`config.mk`:
```
export PLATFORM = sky130hd
export DESIGN_NAME = mem_arbiter
export DESIGN_NICKNAME = d
export VERILOG_FILES = /design/src/rtl/mem_arbiter.sv
export SDC_FILE = /design/constraint.sdc
export NUM_CORES = 1
export LEC_CHECK = 0
export ABC_AREA = 0
export CAP_MARGIN = 15
export CORE_AREA = 3 3 107 109
export CTS_CLUSTER_SIZE = 14
export DETAILED_ROUTE_END_ITERATION = 8
export DIE_AREA = 0 0 110 112
export GPL_TIMING_DRIVEN = 0
export PLACE_DENSITY_LB_ADDON = 0.2
export SKIP_CTS_REPAIR_TIMING = 1
export SLEW_MARGIN = 20
export SYNTH_ARGS = -nofsm -noshare
export SYNTH_HDL_FRONTEND = slang
export SYNTH_SLANG_ARGS = --single-unit
```
`constraint.sdc`:
```
create_clock -name clk -period 4.58 [get_ports clk]
set_input_delay 0.458 -clock clk [delete_from_list [all_inputs] [get_ports clk]]
set_output_delay 0.458 -clock clk [all_outputs]
set_load 0.02 [all_outputs]
```
`src/rtl/mem_arbiter.sv`:
```
// mem_arbiter: round-robin arbiter with a bounded lock that shares one
// single-port data memory between the CPU (port 0) and a debug/loader
// master (port 1). Each granted access produces a one-cycle registered response.
//
// Ports:
//   clk, reset                 clock, asynchronous active-high reset
//   reqN, weN, addrN, wdataN,
//   wmaskN, lockN              master N request and attributes (N = 0, 1)
//   gntN                       access accepted this cycle (combinational)
//   rvalidN                    response pulse, one cycle after the grant
//   rdata                      registered read data, shared by both ports
//   mem_we, mem_addr,
//   mem_wdata, mem_wmask       memory request bus (combinational)
//   mem_rdata                  combinational read data from memory
module mem_arbiter #(
    parameter int unsigned AW       = 32,
    parameter int unsigned DW       = 32,
    parameter int unsigned MAX_LOCK = 16
) (
    input  logic            clk,
    input  logic            reset,
    input  logic            req0,
    input  logic            we0,
    input  logic [AW-1:0]   addr0,
    input  logic [DW-1:0]   wdata0,
    input  logic [DW/8-1:0] wmask0,
    input  logic            lock0,
    input  logic            req1,
    input  logic            we1,
    input  logic [AW-1:0]   addr1,
    input  logic [DW-1:0]   wdata1,
    input  logic [DW/8-1:0] wmask1,
    input  logic            lock1,
    output logic            gnt0,
    output logic            gnt1,
    output logic            rvalid0,
    output logic            rvalid1,
    output logic [DW-1:0]   rdata,
    output logic            mem_we,
    output logic [AW-1:0]   mem_addr,
    output logic [DW-1:0]   mem_wdata,
    output logic [DW/8-1:0] mem_wmask,
    input  logic [DW-1:0]   mem_rdata
);

    localparam int unsigned MW = DW / 8;
    localparam int unsigned CW = $clog2(MAX_LOCK + 1);

    typedef enum logic [1:0] {
        OWN_NONE = 2'd0,
        OWN_P0   = 2'd1,
        OWN_P1   = 2'd2
    } owner_e;

    owner_e          owner_q, owner_d;
    logic            prio_q, prio_d;
    logic [CW-1:0]   lock_cnt_q, lock_cnt_d;
    logic            rvalid0_q, rvalid0_d;
    logic            rvalid1_q, rvalid1_d;
    logic [DW-1:0]   rdata_q, rdata_d;

    logic            any_gnt_c;
    logic            sel_we_c;
    logic            sel_lock_c;

    // Port selection: an owner excludes the other port even while idle.
    always_comb begin
        gnt0 = 1'b0;
        gnt1 = 1'b0;
        if (!reset) begin
            unique case (owner_q)
                OWN_P0: gnt0 = req0;
                OWN_P1: gnt1 = req1;
                default: begin
                    if (req0 && req1) begin
                        gnt0 = ~prio_q;
                        gnt1 = prio_q;
                    end else begin
                        gnt0 = req0;
                        gnt1 = req1;
                    end
                end
            endcase
        end
    end

    // Memory bus mux; idle cycles leave port 0 on the address/data lines.
    always_comb begin
        any_gnt_c  = gnt0 | gnt1;
        sel_we_c   = gnt1 ? we1 : we0;
        sel_lock_c = gnt1 ? lock1 : lock0;
        mem_addr   = gnt1 ? addr1 : addr0;
        mem_wdata  = gnt1 ? wdata1 : wdata0;
        mem_we     = any_gnt_c & sel_we_c;
        mem_wmask  = any_gnt_c ? (gnt1 ? wmask1 : wmask0) : MW'(0);
    end

    // Next-state: priority flip, lock ownership/count and response capture.
    always_comb begin
        prio_d     = prio_q;
        owner_d    = owner_q;
        lock_cnt_d = lock_cnt_q;
        rvalid0_d  = gnt0;
        rvalid1_d  = gnt1;
        rdata_d    = rdata_q;
        if (any_gnt_c) begin
            prio_d = gnt0;
            if (!sel_we_c) begin
                rdata_d = mem_rdata;
            end
            // Release on an unlocked grant or once the locked run hits MAX_LOCK.
            if (sel_lock_c && (owner_q == OWN_NONE || lock_cnt_q < CW'(MAX_LOCK - 1))) begin
                owner_d    = gnt1 ? OWN_P1 : OWN_P0;
                lock_cnt_d = lock_cnt_q + CW'(1);
            end else begin
                owner_d    = OWN_NONE;
                lock_cnt_d = CW'(0);
            end
        end
    end

    // State and response registers.
    always_ff @(posedge clk or posedge reset) begin
        if (reset) begin
            prio_q     <= 1'b0;
            owner_q    <= OWN_NONE;
            lock_cnt_q <= CW'(0);
            rvalid0_q  <= 1'b0;
            rvalid1_q  <= 1'b0;
            rdata_q    <= DW'(0);
        end else begin
            prio_q     <= prio_d;
            owner_q    <= owner_d;
            lock_cnt_q <= lock_cnt_d;
            rvalid0_q  <= rvalid0_d;
            rvalid1_q  <= rvalid1_d;
            rdata_q    <= rdata_d;
        end
    end

    assign rvalid0 = rvalid0_q;
    assign rvalid1 = rvalid1_q;
    assign rdata   = rdata_q;

endmodule

```
==> impl_metrics.ini <==
[outcome]
status = finished clean

[finish]
num-fill-cells = 960
instances_no_fill = 633
final_common_cell = clkdlybuf4s50_1
final_area_sq_um = 5820
nNetsFinal = 672
postLayoutCoreUtil_pct = 54.4
mostFrequentLayoutCells = 280 x clkdlybuf4s50_1, 66 x mux2_2, 42 x dfrtp_1
drive_above_1_share_pct = 24.3
n_antenna_cell = 0
syn_to_final_growth_pct = 113

[yosys]
syn_nets = 384
ys_seq_area_share_pct = 38.5
syn_avg_cell_area_sq_um = 13.4
ys_warn_count = 0
synth_cell_types = 31
synth_seq_cells = 42
mappedNetlistArea_sq_um = 2730
synth.top_cell.area_share_pct = 38.5
synth_area_leader_cell = dfrtp_1
synth.area.top_cells = dfrtp_1 38%, mux2_2 27%, mux2_4 16%
postSynthCellCount = 204

[timing]
finalSetupViolCount = 0
fin_crit_sh_pct = 81.8
drv_slew = 0
period_needed_ns = 3.75
hold_viol = 0
whs_ns = 0.496
tns_ns = 0
slew_headroom_pct = 64.9
rsz0062_at_grt = no
clock_skew_ns = 0.00219
fmax_mhz = 267
setup_ws_ns = 0.834
worstMarginPinSlew_ns = 0.526

[critical_path]
crit_fanout = 26
cp-start-kind = input port
critical_path_class = input port to output port
crit_path_end_kind = output port
required_ns = 4.12
worstPathArrival_ns = 3.29

[global_routing]
grt_max_degree = 27
track_usage_pct = 16.6
grt_pass1_vias = 3110
grt_pass1_wl_um = 16000
gr-total-overflow = 0
antenna_found_initial = 0

[clock_network]
htreeDepth = 2
cts.sink_count = 42
cts_buffers = 5
cts-root-buf = clkbuf_8
cts_tree = built
path_clk_slew_ns = 0.08
clkLatencyLatePin_ns = 0.29
clk_path_buf_depth = 2

[die]
die_h_um = 112
ios = 281
core_sq_um = 10700
initial_core_util_pct = 25.5
row_count = 38
dieArea_sq_um = 12300
die_w_um = 110

[pwr]
power_density_nw_per_um2 = 483
leakagePower_nw = 2.35
power.total_mw = 2.82
ir_drop_mv = 0.220

[detailed_routing]
vias_per_cell = 4.37
dr.pass1.iters = 4
route.vias.total = 2765
wl_per_cell_um = 16.7
drt_iter0_markers = 60
finalWirelength_um = 10600
ant_nets = 0
drc_errors = 0

[hold_path]
hold_class = input port to async pin

[placed_design]
place_area_sq_um = 5730
hpwl_um = 9150
place_inst = 625
place_congestion = 0.800
port_buffers = 280
post-place-ws_ns = 0.757

[flow_run]
max_cap_violations = 0
[cell families (layout without fill, tap and decap cells)]
group                      Yosys count  after routing  synth area share, %
adders and majority gates            4              4                 1.83
muxes                               96             96                 43.7
xor gates and xnor gates             2              2                0.641
and+or+nand+nor                     18             18                 4.03
AOI/OAI and AO/OA                   21             21                 5.86
buffers and inverters               21            310                 5.45
DFF                                 42             42                 38.5
[synth_stat cells, drive strengths merged]
master and number:
a21o 2, a21oi 4, a22o 6, a22oi 1
a41oi 1, and3 1, and4 1, buf 10
clkbuf 4, dfrtp 42, ha 4, inv 7
mux2 96, nand2 2, nand2b 2, nand3 3
nand3b 1, nor2 4, nor2b 1, o2111a 1
o2111ai 1, o21ai 4, o31ai 1, or2 1
or3 1, or3b 1, xor2 2
[routing by layer]
layer  up-vias  wire length [um]  global-route usage, %
li1       1318                 -                      -
met1      1308              3530                   16.9
met2       125              6120                   32.9
met3        14               744                   4.06
met4         0               156                   3.99
met5         -                 0                      0
[critical path, stage by stage]
cell             delay (ns)
clkdlybuf4s50_1        0.42
inv_2                  0.34
buf_12                 0.24
and4_4                 0.23
buf_6                  0.14
buf_2                  0.22
buf_2                  0.31
mux2_2                 0.37
clkdlybuf4s50_1        0.55
[where the power goes]
group	leakage, nW	total [mW]	switching, mW	internal [mW]
clock	0.0472	0.246	0.124	0.121
sequential	0.510	0.650	0.104	0.546
combinational	1.80	1.92	0.825	1.09
[sequential cells by signal, indices dropped and copies added (netlist names)]
| name | cells |
|---|---|
| lock_cnt_q | 5 |
| owner_q | 2 |
| prio_q | 1 |
| rdata | 32 |
| rvalid0 | 1 |
| rvalid1 | 1 |
[worst paths after layout]
path,start,to,slack (ns),cells past startpoint
worst max-delay path,reset,mem_wdata[29],0.83,9
worst min-delay path,reset,rdata[5],0.50,2
worst max register to register,owner_q[0],rdata[3],2.07,10
worst min register to register,owner_q[1],owner_q[1],0.51,1
max in group asynchronous,reset,rdata[8],3.61,3
min in group clk,owner_q[1],owner_q[1],0.51,1
[area by class of cell]
type / count / area, sq um / area share [%]
sequential: 42 / 1050 / 18.0
inverter: 7 / 26.3 / 0.451
multi-input combinational: 141 / 1530 / 26.3
tap: 140 / 175 / 3.01
clock buffer: 6 / 82.6 / 1.42
clock inverter: 2 / 12.5 / 0.215
buffer: 14 / 123 / 2.11
timing repair buffer: 281 / 2820 / 48.5
No activity file was read; power rests on OpenSTA's default activity.
